[config.mk]
export PLATFORM = sky130hd
export DESIGN_NAME = dm_arbiter_flat
export DESIGN_NICKNAME = d
export VERILOG_FILES = /design/src/rtl/dm_pkg.sv /design/src/rtl/dm_arbiter_if.sv /design/src/rtl/dm_lane_merge.sv /design/src/rtl/dm_arbiter.sv /design/src/flat_wrapper.sv
export SDC_FILE = /design/constraint.sdc
export NUM_CORES = 1
export LEC_CHECK = 0
export BUFFER_PORTS_ARGS = -buffer_cell sky130_fd_sc_hd__buf_2
export CORE_MARGIN = 1
export CORE_UTILIZATION = 35
export DETAILED_ROUTE_END_ITERATION = 16
export PLACE_DENSITY = 0.7
export SLEW_MARGIN = 20
export SYNTH_ARGS = -nofsm -noshare
export SYNTH_HDL_FRONTEND = slang
export SYNTH_SLANG_ARGS = --single-unit
[constraint.sdc]
create_clock -name clk -period 1.95 [get_ports clk]
set_input_delay 0.0975 -clock clk [delete_from_list [all_inputs] [get_ports clk]]
set_output_delay 0.0975 -clock clk [all_outputs]
set_load 0.05 [all_outputs]
[src/rtl/dm_pkg.sv]
// rtl/dm_pkg.sv - shared types and constants for the data-memory arbiter.
package dm_pkg;

  localparam int DATA_W = 32;
  localparam int BE_W   = 4;
  localparam int ID_W   = 1;

  localparam logic [BE_W-1:0] BE_FULL = 4'b1111;
  localparam logic [BE_W-1:0] BE_NONE = 4'b0000;

  typedef enum logic [2:0] {
    S_IDLE,
    S_WR,
    S_RD,
    S_CAP,
    S_RMW_RD,
    S_MERGE,
    S_ACK
  } state_t;

endpackage

[src/rtl/dm_arbiter_if.sv]
// rtl/dm_arbiter_if.sv - requester ports m0/m1 plus the single data-memory port.
interface dm_arbiter_if #(parameter int AW = 10);
  import dm_pkg::*;

  logic              m0_req;
  logic              m0_we;
  logic [BE_W-1:0]   m0_be;
  logic [31:0]       m0_addr;
  logic [DATA_W-1:0] m0_wdata;
  logic              m0_ack;
  logic [DATA_W-1:0] m0_rdata;

  logic              m1_req;
  logic              m1_we;
  logic [BE_W-1:0]   m1_be;
  logic [31:0]       m1_addr;
  logic [DATA_W-1:0] m1_wdata;
  logic              m1_ack;
  logic [DATA_W-1:0] m1_rdata;

  logic [AW-1:0]     dm_addr;
  logic [DATA_W-1:0] dm_din;
  logic              dm_we;
  logic [DATA_W-1:0] dm_dout;
  logic              busy;

  modport slave (
    input  m0_req, m0_we, m0_be, m0_addr, m0_wdata,
    output m0_ack, m0_rdata,
    input  m1_req, m1_we, m1_be, m1_addr, m1_wdata,
    output m1_ack, m1_rdata,
    output dm_addr, dm_din, dm_we, busy,
    input  dm_dout
  );

  modport master (
    output m0_req, m0_we, m0_be, m0_addr, m0_wdata,
    input  m0_ack, m0_rdata,
    output m1_req, m1_we, m1_be, m1_addr, m1_wdata,
    input  m1_ack, m1_rdata,
    input  dm_addr, dm_din, dm_we, busy,
    output dm_dout
  );

endinterface

[src/rtl/dm_lane_merge.sv]
// rtl/dm_lane_merge.sv - byte-lane merge of the old memory word with new store data.
module dm_lane_merge
  import dm_pkg::*;
(
  input  logic [DATA_W-1:0] old_word,
  input  logic [DATA_W-1:0] new_word,
  input  logic [BE_W-1:0]   be,
  output logic [DATA_W-1:0] merged
);

  always_comb begin
    merged = old_word;
    for (int i = 0; i < BE_W; i++) begin
      if (be[i]) merged[8*i +: 8] = new_word[8*i +: 8];
    end
  end

endmodule

[src/rtl/dm_arbiter.sv]
// rtl/dm_arbiter.sv - two-port load/store arbiter for the word-wide data memory,
// with read-modify-write for partial byte-enable stores.
module dm_arbiter
  import dm_pkg::*;
#(
  parameter int AW   = 10,
  parameter bit FAIR = 1'b1
) (
  input  logic         clk,
  input  logic         rst,
  dm_arbiter_if.slave  bus
);

  state_t            state_q, state_d;
  logic              prio_q, prio_d;
  logic              id_q, id_d;
  logic              we_q, we_d;
  logic [BE_W-1:0]   be_q, be_d;
  logic [AW-1:0]     addr_q, addr_d;
  logic [DATA_W-1:0] wdata_q, wdata_d;
  logic [DATA_W-1:0] rdata0_q, rdata0_d;
  logic [DATA_W-1:0] rdata1_q, rdata1_d;

  logic              win;
  logic              sel_we;
  logic [BE_W-1:0]   sel_be;
  logic [AW-1:0]     sel_addr;
  logic [DATA_W-1:0] sel_wdata;
  logic [DATA_W-1:0] merged;

  logic unused_addr_bits;
  assign unused_addr_bits = ^{bus.m0_addr[1:0], bus.m0_addr[31:AW+2],
                              bus.m1_addr[1:0], bus.m1_addr[31:AW+2]};

  dm_lane_merge u_merge (
    .old_word (bus.dm_dout),
    .new_word (wdata_q),
    .be       (be_q),
    .merged   (merged)
  );

  always_comb begin
    state_d  = state_q;
    prio_d   = prio_q;
    id_d     = id_q;
    we_d     = we_q;
    be_d     = be_q;
    addr_d   = addr_q;
    wdata_d  = wdata_q;
    rdata0_d = rdata0_q;
    rdata1_d = rdata1_q;

    // prio_q names the port that wins a tie; a lone requester always wins.
    if (bus.m0_req && bus.m1_req) win = FAIR ? prio_q : 1'b0;
    else                          win = bus.m1_req;

    sel_we    = win ? bus.m1_we    : bus.m0_we;
    sel_be    = win ? bus.m1_be    : bus.m0_be;
    sel_addr  = win ? bus.m1_addr[AW+1:2] : bus.m0_addr[AW+1:2];
    sel_wdata = win ? bus.m1_wdata : bus.m0_wdata;

    case (state_q)
      S_IDLE: begin
        if (bus.m0_req || bus.m1_req) begin
          id_d    = win;
          prio_d  = ~win;
          we_d    = sel_we;
          be_d    = sel_be;
          addr_d  = sel_addr;
          wdata_d = sel_wdata;
          if (!sel_we)                 state_d = S_RD;
          else if (sel_be == BE_FULL)  state_d = S_WR;
          else if (sel_be == BE_NONE)  state_d = S_ACK;
          else                         state_d = S_RMW_RD;
        end
      end
      S_WR:     state_d = S_ACK;
      S_RD:     state_d = S_CAP;
      S_CAP: begin
        if (id_q) rdata1_d = bus.dm_dout;
        else      rdata0_d = bus.dm_dout;
        state_d = S_ACK;
      end
      S_RMW_RD: state_d = S_MERGE;
      S_MERGE:  state_d = S_ACK;
      S_ACK:    state_d = S_IDLE;
      default:  state_d = S_IDLE;
    endcase
  end

  always_ff @(posedge clk) begin
    if (rst) begin
      state_q  <= S_IDLE;
      prio_q   <= 1'b0;
      id_q     <= 1'b0;
      we_q     <= 1'b0;
      be_q     <= '0;
      addr_q   <= '0;
      wdata_q  <= '0;
      rdata0_q <= '0;
      rdata1_q <= '0;
    end else begin
      state_q  <= state_d;
      prio_q   <= prio_d;
      id_q     <= id_d;
      we_q     <= we_d;
      be_q     <= be_d;
      addr_q   <= addr_d;
      wdata_q  <= wdata_d;
      rdata0_q <= rdata0_d;
      rdata1_q <= rdata1_d;
    end
  end

  // Reset gates the write strobe so a reset in WR/MERGE cannot corrupt memory.
  assign bus.dm_we    = (state_q == S_WR || state_q == S_MERGE) && !rst;
  assign bus.dm_din   = (state_q == S_MERGE) ? merged : wdata_q;
  assign bus.dm_addr  = addr_q;
  assign bus.busy     = (state_q != S_IDLE);
  assign bus.m0_ack   = (state_q == S_ACK) && !id_q;
  assign bus.m1_ack   = (state_q == S_ACK) &&  id_q;
  assign bus.m0_rdata = rdata0_q;
  assign bus.m1_rdata = rdata1_q;

endmodule

[src/flat_wrapper.sv]
// flat-port wrapper written by rule: the top's interface ports become plain ports
module dm_arbiter_flat import dm_pkg::*;
#(
  parameter int AW   = 10,
  parameter bit FAIR = 1'b1
)
  (clk, rst, bus_m0_req, bus_m0_we, bus_m0_be, bus_m0_addr, bus_m0_wdata, bus_m0_ack, bus_m0_rdata, bus_m1_req, bus_m1_we, bus_m1_be, bus_m1_addr, bus_m1_wdata, bus_m1_ack, bus_m1_rdata, bus_dm_addr, bus_dm_din, bus_dm_we, bus_busy, bus_dm_dout);
  dm_arbiter_if #(.AW(AW)) bus_i ();
  input  logic clk;
  input  logic rst;
  input wire logic [$bits(bus_i.m0_req)-1:0] bus_m0_req;
  input wire logic [$bits(bus_i.m0_we)-1:0] bus_m0_we;
  input wire logic [$bits(bus_i.m0_be)-1:0] bus_m0_be;
  input wire logic [$bits(bus_i.m0_addr)-1:0] bus_m0_addr;
  input wire logic [$bits(bus_i.m0_wdata)-1:0] bus_m0_wdata;
  output wire logic [$bits(bus_i.m0_ack)-1:0] bus_m0_ack;
  output wire logic [$bits(bus_i.m0_rdata)-1:0] bus_m0_rdata;
  input wire logic [$bits(bus_i.m1_req)-1:0] bus_m1_req;
  input wire logic [$bits(bus_i.m1_we)-1:0] bus_m1_we;
  input wire logic [$bits(bus_i.m1_be)-1:0] bus_m1_be;
  input wire logic [$bits(bus_i.m1_addr)-1:0] bus_m1_addr;
  input wire logic [$bits(bus_i.m1_wdata)-1:0] bus_m1_wdata;
  output wire logic [$bits(bus_i.m1_ack)-1:0] bus_m1_ack;
  output wire logic [$bits(bus_i.m1_rdata)-1:0] bus_m1_rdata;
  output wire logic [$bits(bus_i.dm_addr)-1:0] bus_dm_addr;
  output wire logic [$bits(bus_i.dm_din)-1:0] bus_dm_din;
  output wire logic [$bits(bus_i.dm_we)-1:0] bus_dm_we;
  output wire logic [$bits(bus_i.busy)-1:0] bus_busy;
  input wire logic [$bits(bus_i.dm_dout)-1:0] bus_dm_dout;
  assign bus_i.m0_req = bus_m0_req;
  assign bus_i.m0_we = bus_m0_we;
  assign bus_i.m0_be = bus_m0_be;
  assign bus_i.m0_addr = bus_m0_addr;
  assign bus_i.m0_wdata = bus_m0_wdata;
  assign bus_m0_ack = bus_i.m0_ack;
  assign bus_m0_rdata = bus_i.m0_rdata;
  assign bus_i.m1_req = bus_m1_req;
  assign bus_i.m1_we = bus_m1_we;
  assign bus_i.m1_be = bus_m1_be;
  assign bus_i.m1_addr = bus_m1_addr;
  assign bus_i.m1_wdata = bus_m1_wdata;
  assign bus_m1_ack = bus_i.m1_ack;
  assign bus_m1_rdata = bus_i.m1_rdata;
  assign bus_dm_addr = bus_i.dm_addr;
  assign bus_dm_din = bus_i.dm_din;
  assign bus_dm_we = bus_i.dm_we;
  assign bus_busy = bus_i.busy;
  assign bus_i.dm_dout = bus_dm_dout;
  dm_arbiter #(.AW(AW), .FAIR(FAIR)) u_core (.clk(clk), .rst(rst), .bus(bus_i));
endmodule
==> flow_metrics.py, run 1 <==
metrics = {
    "worst_hold_path": {
        "holdPathStages": 3,
        "min_to": "u_core.state_q[2]$_SDFFE_PP0P_",
        "min_from": "bus_m0_req",
        "hold_class": "input pin to flip-flop",
    },
    "synth": {
        "synth_nets": 698,
        "synth_edf_count": 0,
        "seq_area_frac_synth_pct": 48.5,
        "synth_area_leaders": "dfxtp_1 (48%), nand2_1 (11%), a221o_1 (8.9%), mux2_2 (7.6%), a21oi_1 (7.1%)",
        "syn-instance-count": 524,
        "ys_ff_latch": 115,
        "synth_common_cells": "nand2_1 (133), dfxtp_1 (115), a21oi_1 (67)",
        "ys.flop_type": "dfxtp_1",
        "synth_area_leader_cell": "dfxtp_1",
        "yosys_warnings": 0,
        "syn_avg_cell_area_um2": 9.06,
        "synth.most_common_cell": "nand2_1",
        "synthArstFlopShare_pct": 0,
        "yosys.cell_types.count": 39,
        "synth_area_um2": 4750,
        "synth_top_area_share_pct": 48.5,
    },
    "timing": {
        "hold_violations": 0,
        "max_freq_ghz": 0.499,
        "hold-worst-slack_ps": 46.6,
        "finalSetupViolCount": 32,
        "maxSlewViolCount": 0,
        "clock_skew_ps": 15.2,
        "final.setup.worst_slack_ps": -54.7,
        "rsz0062_at_grt": "yes",
        "max_slew_margin_pct": 59.4,
        "worst_slew_pin_slew_ps": 607,
        "post-route-period-util_pct": 103,
        "fin_crit_ps": 2000,
    },
    "die": {
        "die_x_um": 118,
        "io_pins": 284,
        "row_count": 42,
        "core_area_um2": 13200,
        "die_y_um": 118,
        "dieArea_um2": 14000,
        "start_util_pct": 35.9,
    },
    "finish": {
        "nFillCells": 1025,
        "final_area_um2": 8460,
        "multi_input_area_um2": 2390,
        "final_nets": 1060,
        "seq_area_um2": 2310,
        "layout-drive-gt1-share_pct": 38.0,
        "antenna_cells": 0,
        "area_growth_pct": 78.3,
    },
    "route": {
        "wl_per_cell_um": 17.4,
        "via_per_inst": 5.15,
        "vias": 5541,
        "drt-total-wl_um": 18700,
        "drt-pass1-iter-count": 5,
        "ant_nets": 0,
        "drt_iter0_markers": 410,
        "drc_errors": 0,
    },
    "placed_design": {
        "port_buffers": 239,
        "hpwl_um": 10500,
        "dpl_cell_area_um2": 6230,
        "routabilityCongestion": 0.839,
    },
    "cts": {
        "cts-root-buf": "clkbuf_16",
        "clk_latency_ps": 430,
        "cts_buffers": 17,
        "cts_tree": "yes",
        "htree_levels": 4,
        "numClockSinks": 115,
        "cts_buffer_depth": 2,
        "clk_pin_slew_ps": 50,
    },
    "power": {
        "powerDensity_nw_per_um2": 1070,
        "power_mw": 9.09,
        "p_leak_nw": 3.75,
        "ir_drop_uv": 874,
    },
    "critical_path": {
        "reg2reg_slack_ps": 260,
        "cp-end-kind": "primary output",
        "crit_family": "simple AND/OR/NAND/NOR gates",
        "max_stage_delay_ps": 330,
        "crit_cells": 5,
        "crit_fanout": 8,
        "reg2reg_depth": 7,
        "start_kind": "flip-flop",
        "reg2reg_to": "u_core.wdata_q[7]$_SDFFE_PP0P_",
        "cp.required_ps": 1850,
        "arrival_ps": 1910,
        "crit_type": "flip-flop to primary output",
        "path_buf_inv": 2,
        "crit_chain": "nand3b_1 > nor2_2 > buf_12 > mux2_4 > buf_8",
        "slowest_stage": "dfxtp_4",
        "rr_startpoint": "u_core.state_q[1]$_SDFFE_PP0P_",
    },
    "global_routing": {
        "grt_max_degree": 43,
        "grt_overflow": 0,
        "grt_pass1_vias": 5895,
        "antenna_found_initial": 0,
        "gr-usage-all-layers_pct": 27.0,
        "grt_pass1_wl_um": 29400,
    },
    "status": {
        "violations": "negative setup slack",
        "status": "finished with violations",
    },
    "run": {
        "drv_cap": 0,
    },
}
==> worst max-delay path by stage <==
stage                                   startpoint                              end  slack, ps
CTS                 u_core.state_q[1]$_SDFFE_PP0P_                   bus_dm_din[25]        -80
global placement                        bus_m1_req  u_core.wdata_q[19]$_SDFFE_PP0P_        100
detailed placement                      bus_m1_req   u_core.wdata_q[9]$_SDFFE_PP0P_         80
finish              u_core.state_q[1]$_SDFFE_PP0P_                    bus_dm_din[3]        -50
global route        u_core.state_q[1]$_SDFFE_PP0P_                   bus_dm_din[17]       -120
floorplan           u_core.state_q[1]$_SDFFE_PP0P_                       bus_m0_ack         70
==> logic make-up after synthesis <==
kind of cell | synth area share (%)
buffers and inverters | 4.22
and+or+nand+nor | 20.7
DFF | 48.5
muxes | 7.80
AOI/OAI and AO/OA | 18.8
==> worst reg2reg max path, delay by kind of cell, from the launching register on <==
kind,cells,cell delay (ps)
buf+inv,4,670
simple gates,2,400
flops,1,330
compound gates,1,230
==> layout make-up <==
cell class / instances / area share, %
Clock buffer: 17 / 5.03
Clock inverter: 15 / 2.25
Inverter: 2 / 0.0887
Multi-Input combinational cell: 370 / 28.3
Sequential cell: 115 / 27.3
Tap cell: 176 / 2.60
Timing Repair Buffer: 380 / 34.5
==> per-stage QoR <==
step	worst slack, ps	TNS (ps)	utilization [%]	std cells
after floorplan	73.9	0	-	524
after global placement	98.5	0	47.0	924
after detailed placement	76.4	0	47.0	924
after CTS	-76.0	-2150	63.7	1074
after global routing	-119	-3020	63.9	1075
final	-54.7	-1170	63.9	1075
==> flip-flops by register name, indices dropped and copies added, names as in the netlist <==
register,cells
u_core.bus.m0_rdata,32
u_core.bus.m1_rdata,32
u_core.bus.dm_addr,10
u_core.be_q,4
u_core.wdata_q,32
u_core.prio_q,1
u_core.state_q,3
u_core.id_q,1
==> placed cells by master, fill, tap and decap left out, types with 2 or more instances in the layout <==
master and n:
buf_2 207, nand2_1 133, dlygate4sd3_1 117, dfxtp_1 112
a21oi_1 67, a221o_1 42, mux2_4 32, and2_1 30
buf_8 23, clkbuf_16 17, buf_4 17, and2_0 13
buf_6 10, nor2_1 8, clkinv_2 6, a211oi_1 5
buf_12 5, nor2_2 4, o22ai_1 4, bufinv_16 4
nand2b_1 3, o21ai_0 3, clkinvlp_4 3, nor3_4 2
nand3b_1 2, nor3_1 2, nand3_1 2, o41ai_1 2
nand4_1 2, clkinv_4 2, dfxtp_2 2
==> power breakdown <==
part	total [mW]	internal [mW]	switching [mW]
combinational	3.06	1.29	1.77
sequential	2.79	2.63	0.162
clock	3.24	2.12	1.12
total	9.09	6.04	3.05
==> timing repair <==
| item | CTS | global route |
|---|---|---|
| pin swaps | 5 | 3 |
| buffers inserted | 1 | 0 |
| resized for setup | 124 | 0 |
| endpoints found under the setup margin | 32 | 32 |
| endpoints found under the hold margin | 107 | 0 |
| hold buffers | 117 | 0 |
==> layer usage <==
metal	global-route usage (%)	routed length [um]
met3	8.93	1640
met4	14.9	623
met5	0	0
met2	47.7	9590
met1	28.2	6880
No activity file was read; power rests on OpenSTA's default activity.
==> inputs of run 2 (changes only) <==
--- a/config.mk
+++ b/config.mk
@@ -9,7 +9,7 @@
 export CORE_MARGIN = 1
 export CORE_UTILIZATION = 35
 export DETAILED_ROUTE_END_ITERATION = 16
-export PLACE_DENSITY = 0.7
+export PLACE_DENSITY = 0.68
 export SLEW_MARGIN = 20
 export SYNTH_ARGS = -nofsm -noshare
 export SYNTH_HDL_FRONTEND = slang
==> flow_metrics.py, run 2 (synthesis results as in run 1) <==
metrics = {
    "status": {
        "status": "completed",
    },
    "critical_path": {
        "cp-end-kind": "primary output",
        "start_kind": "flip-flop",
        "rr_startpoint": "u_core.state_q[1]$_SDFFE_PP0P_",
        "reg2reg_depth": 8,
        "reg2reg_to": "u_core.wdata_q[28]$_SDFFE_PP0P_",
        "crit_type": "flip-flop to primary output",
        "arrival_ps": 1850,
        "crit_fanout": 8,
        "cp.required_ps": 1850,
        "reg2reg_slack_ps": 240,
    },
    "finish": {
        "final_area_um2": 8370,
        "final_nets": 1059,
        "final_util_pct": 63.2,
        "layout-drive-gt1-share_pct": 37.3,
        "finalNonFillerCells": 1075,
        "final_cell_mix": "buf_2 (207), nand2_1 (133), dlygate4sd3_1 (116)",
        "area_growth_pct": 76.4,
        "final_common_cell": "buf_2",
    },
    "power": {
        "powerDensity_nw_per_um2": 1040,
        "power_mw": 8.72,
        "switching_share_pct": 33.9,
        "ir_drop_uv": 627,
        "p_int_mw": 5.77,
        "switching_power_mw": 2.96,
        "power_frac_comb_pct": 35.1,
        "clock_power_share_pct": 33.0,
        "power_frac_seq_pct": 31.9,
        "p_leak_nw": 3.71,
    },
    "die": {
        "core_area_um2": 13200,
        "io_pins": 284,
        "start_util_pct": 35.9,
        "row_count": 42,
        "die_y_um": 118,
        "dieArea_um2": 14000,
        "die_x_um": 118,
    },
    "cts": {
        "clk_latency_ps": 410,
        "cts-root-buf": "clkbuf_16",
        "htree_levels": 4,
        "clk_pin_slew_ps": 50,
        "cts_tree": "yes",
        "cts_buffer_depth": 2,
        "cts_buffers": 17,
        "numClockSinks": 115,
    },
    "placed_design": {
        "port_buffers": 239,
        "routabilityCongestion": 0.816,
        "placed_cells": 923,
        "pre_cts_slack_ps": 114,
        "dpl_cell_area_um2": 6220,
        "hpwl_um": 10300,
    },
    "route": {
        "drc_errors": 0,
        "via_per_inst": 5.01,
        "drt-pass1-iter-count": 6,
        "wl_met3_um": 1380,
        "vias": 5388,
        "ant_nets": 0,
        "wl_met1_um": 7210,
        "drt_iter0_markers": 372,
        "drt-total-wl_um": 18500,
        "wl_per_cell_um": 17.2,
        "wl_met2_um": 9420,
        "routed.top_layer": "met4",
    },
    "timing": {
        "worst_slew_pin_slew_ps": 804,
        "rsz0062_at_grt": "yes",
        "max_freq_ghz": 0.514,
        "maxSlewViolCount": 0,
        "hold_violations": 0,
        "final.setup.worst_slack_ps": 3.50,
        "fin_tns_setup_ps": 0,
        "hold-worst-slack_ps": 58.8,
        "clock_skew_ps": 9.36,
        "finalSetupViolCount": 0,
        "fin_crit_ps": 1950,
        "max_slew_margin_pct": 46.4,
        "post-route-period-util_pct": 99.8,
    },
    "worst_hold_path": {
        "hold_class": "input pin to flip-flop",
        "holdPathStages": 3,
        "min_to": "u_core.prio_q$_SDFFE_PP0P_",
        "min_from": "bus_m0_req",
    },
    "global_routing": {
        "grt_pass1_vias": 5624,
        "gr-usage-all-layers_pct": 26.6,
        "grt_overflow": 0,
        "grt_pass1_wl_um": 28900,
        "antenna_found_initial": 1,
        "grt_max_degree": 75,
    },
    "run": {
        "drv_cap": 0,
    },
}
-- run 2: cell types whose count changed in the layout (fill, tap and decap cells not counted), sizes merged --
cell / before / now
bufinv: 4 / 1
clkbuf: 17 / 27
clkinv: 8 / 4
clkinvlp: 3 / 0
diode: 0 / 1
dlygate4sd3: 117 / 116
-- run 2: worst max-delay path by stage --
| stage | startpoint | to | slack [ps] | cells after the start |
|---|---|---|---|---|
| finish | u_core.state_q[1]$_SDFFE_PP0P_ | bus_dm_din[8] | 3 | 5 |
| global route | u_core.state_q[2]$_SDFFE_PP0P_ | bus_dm_din[30] | -90 | 5 |
| CTS | u_core.state_q[1]$_SDFFE_PP0P_ | bus_dm_din[26] | -30 | 5 |
| detailed placement | bus_m1_req | u_core.bus.dm_addr[4]$_SDFFE_PP0P_ | 110 | 5 |
| global placement | bus_m1_req | u_core.wdata_q[3]$_SDFFE_PP0P_ | 120 | 5 |
| floorplan | u_core.state_q[1]$_SDFFE_PP0P_ | bus_m0_ack | 70 | 3 |
-- run 2: cell type report --
class | count | area (um2)
clock buffers | 27 | 493
repair buffers | 379 | 2920
multi-input cells | 370 | 2380
inverters | 2 | 7.51
clock inverters | 5 | 50.0
fillers | 1067 | 4870
flip-flops and latches | 115 | 2310
well taps | 176 | 220
diodes | 1 | 2.50
-- run 2: per-layer routing --
layer,up-vias,track usage (%)
li1,2567,-
met1,2526,27.9
met2,254,48.9
met3,41,8.30
met4,0,11.2
met5,-,0
-- run 2: power by group through the flow --
stage | Combinational [mW] | Sequential, mW | Clock (mW)
after detailed placement | 2.34 | 2.81 | 0
final | 3.06 | 2.79 | 2.88
after global routing | 3.20 | 2.81 | 3.02
after global placement | 2.34 | 2.81 | 0
after CTS | 2.96 | 2.77 | 2.90
after floorplan | 1.42 | 3.07 | 0
-- run 2: what timing repair did --
action,CTS,global route
hold endpoints to repair,106,0
pin swaps,5,3
endpoints found under the setup margin,32,32
buffers inserted,1,1
resized for setup,120,1
hold buffers,116,0
-- run 2: critical path: stages (launching register included) --
cell	delay, ps
dfxtp_2	310
nand3b_1	270
nor2_2	220
buf_12	160
mux2_4	320
buf_8	150
==> inputs of run 3 (changes only) <==
==> constraint.sdc (replaced) <==
create_clock -name clk -period 2 [get_ports clk]
set_input_delay 0.1 -clock clk [delete_from_list [all_inputs] [get_ports clk]]
set_output_delay 0.1 -clock clk [all_outputs]
set_load 0.02 [all_outputs]
==> flow_metrics.py, run 3 (synthesis results as in run 1) <==
metrics = {
    "timing": {
        "hold_violations": 0,
        "rsz0062_at_grt": "yes",
        "maxSlewViolCount": 0,
        "max_slew_margin_pct": 57.6,
        "fin_tns_setup_ps": 0,
        "worst_slew_pin_slew_ps": 635,
        "clock_skew_ps": 6.22,
        "fin_crit_ps": 1950,
        "finalSetupViolCount": 0,
        "max_freq_ghz": 0.512,
        "post-route-period-util_pct": 97.7,
    },
    "route": {
        "drt-total-wl_um": 17800,
        "drt-pass1-iter-count": 5,
        "ant_nets": 0,
        "vias": 5387,
        "wl_per_cell_um": 16.5,
        "drc_errors": 0,
        "drt_iter0_markers": 407,
        "via_per_inst": 5.00,
    },
    "critical_path": {
        "crit_fanout": 8,
        "crit_family": "buffers and inverters",
        "crit_type": "flip-flop to primary output",
        "crit_cells": 6,
        "cp.required_ps": 1900,
        "reg2reg_slack_ps": 330,
        "rr_startpoint": "u_core.state_q[1]$_SDFFE_PP0P_",
        "slowest_stage": "mux2_2",
        "crit_top_cell": "buf_6",
        "reg2reg_to": "u_core.wdata_q[14]$_SDFFE_PP0P_",
        "path_buf_inv": 3,
        "max_stage_delay_ps": 360,
        "startpoint": "u_core.state_q[1]$_SDFFE_PP0P_",
        "crit_chain": "nand3b_1 > buf_6 > nor2_4 > buf_12 > mux2_2 > buf_6",
        "worstSetupEndpoint": "bus_dm_din[12]",
        "start_kind": "flip-flop",
        "arrival_ps": 1850,
        "reg2reg_depth": 7,
        "cp-end-kind": "primary output",
    },
    "die": {
        "die_x_um": 118,
        "row_count": 42,
        "io_pins": 284,
        "start_util_pct": 35.9,
        "core_area_um2": 13200,
        "die_y_um": 118,
        "dieArea_um2": 14000,
    },
    "global_routing": {
        "gr-usage-all-layers_pct": 25.9,
        "antenna_found_initial": 0,
        "grt_util_met3_pct": 9.03,
        "use_met1_pct": 28.5,
        "grt_max_degree": 43,
        "met2_usage_pct": 45.1,
        "grt_overflow": 0,
        "grt_pass1_vias": 5597,
        "grt_pass1_wl_um": 28100,
        "busiest_layer": "met2",
    },
    "placed_design": {
        "placed_cells": 924,
        "port_buffers": 239,
        "hpwl_um": 10400,
        "routabilityCongestion": 0.800,
    },
    "finish": {
        "finalNonFillerCells": 1078,
        "seq_area_um2": 2310,
        "final_common_cell": "buf_2",
        "layout-drive-gt1-share_pct": 37.7,
        "multi_input_area_um2": 2310,
        "nFillCells": 1084,
        "final_cell_mix": "buf_2 (229), nand2_1 (133), dlygate4sd3_1 (117)",
        "final_nets": 1064,
        "area_growth_pct": 71.0,
    },
    "cts": {
        "cts_tree": "yes",
        "cts_buffer_depth": 2,
        "numClockSinks": 115,
        "htree_levels": 4,
        "clk_latency_ps": 420,
        "cts_buffers": 17,
        "clk_pin_slew_ps": 50,
        "cts-root-buf": "clkbuf_16",
    },
    "power": {
        "p_leak_nw": 3.66,
        "powerDensity_nw_per_um2": 941,
        "ir_drop_uv": 619,
    },
    "run": {
        "drv_cap": 0,
    },
    "status": {
        "status": "completed",
    },
    "worst_hold_path": {
        "hold_class": "input pin to flip-flop",
    },
}
## run 3: changes by cell type in the layout (fill, tap and decap cells not counted), sizes merged
cell	previous run	this run
buf	263	267
clkbuf	27	25
dlygate4sd3	116	117
## run 3: timing repair
action,CTS,global route
pin swaps,1,1
endpoints found under the hold margin,107,0
setup buffers,1,4
resized for setup,6,27
hold buffers,117,0
endpoints found under the setup margin,32,32
## run 3: per-layer routing
| metal | wire length [um] | part of all wire (%) |
|---|---|---|
| met1 | 7190 | 40 |
| met2 | 8870 | 50 |
| met3 | 1420 | 7.9 |
| met4 | 365 | 2.0 |
| met5 | 0 | 0 |
## run 3: report_power, final
part	total, mW	switching, mW	leakage (nW)	internal [mW]
clock network	2.86	1.01	0.279	1.85
registers	2.73	0.160	0.937	2.57
logic	2.06	1.07	2.44	0.986
## run 3: final cells by class
class / count / area share (%)
timing repair buffer: 384 / 33.4
sequential: 115 / 28.5
multi-input combinational: 370 / 28.4
clock buffer: 25 / 6.22
tap: 176 / 2.71
clock inverter: 5 / 0.616
inverter: 2 / 0.0924
antenna: 1 / 0.0308
## run 3: worst register-to-register path: stages, from the launching register on
cell     delay (ps)
dfxtp_4         350
buf_4           130
nor3_4          160
buf_4           200
inv_2            80
nor3_4          220
buf_4           270
a221o_1         210
## run 3: through the flow
stage / setup slack, ps / cell area [um2] / hold slack [ps] / total power, mW / util (%)
3_5_place_dp: 172 / 6220 / 326 / 4.45 / 47.0
6_report: 46.2 / 8120 / 24.5 / 7.64 / 61.3
5_1_grt: -24.8 / 8120 / 22.8 / 7.98 / 61.3
2_1_floorplan: 409 / 4750 / 236 / 3.81 / -
3_3_place_gp: 147 / 6220 / 323 / 4.44 / 47.0
4_1_cts: -5.05 / 7970 / 9.76 / 7.51 / 60.2
## run 3: worst min path at each step
stage                                          endpoint              from  slack [ps]  cells after the start
CTS                      u_core.state_q[2]$_SDFFE_PP0P_        bus_m0_req          10                      3
detailed placement      u_core.wdata_q[15]$_SDFFE_PP0P_  bus_m0_wdata[15]         330                      2
floorplan           u_core.bus.m0_rdata[0]$_SDFFE_PP0P_    bus_dm_dout[0]         240                      2
global route             u_core.state_q[2]$_SDFFE_PP0P_        bus_m0_req          20                      3
global placement         u_core.wdata_q[0]$_SDFFE_PP0P_   bus_m0_wdata[0]         320                      2
finish                   u_core.state_q[2]$_SDFFE_PP0P_        bus_m0_req          20                      3
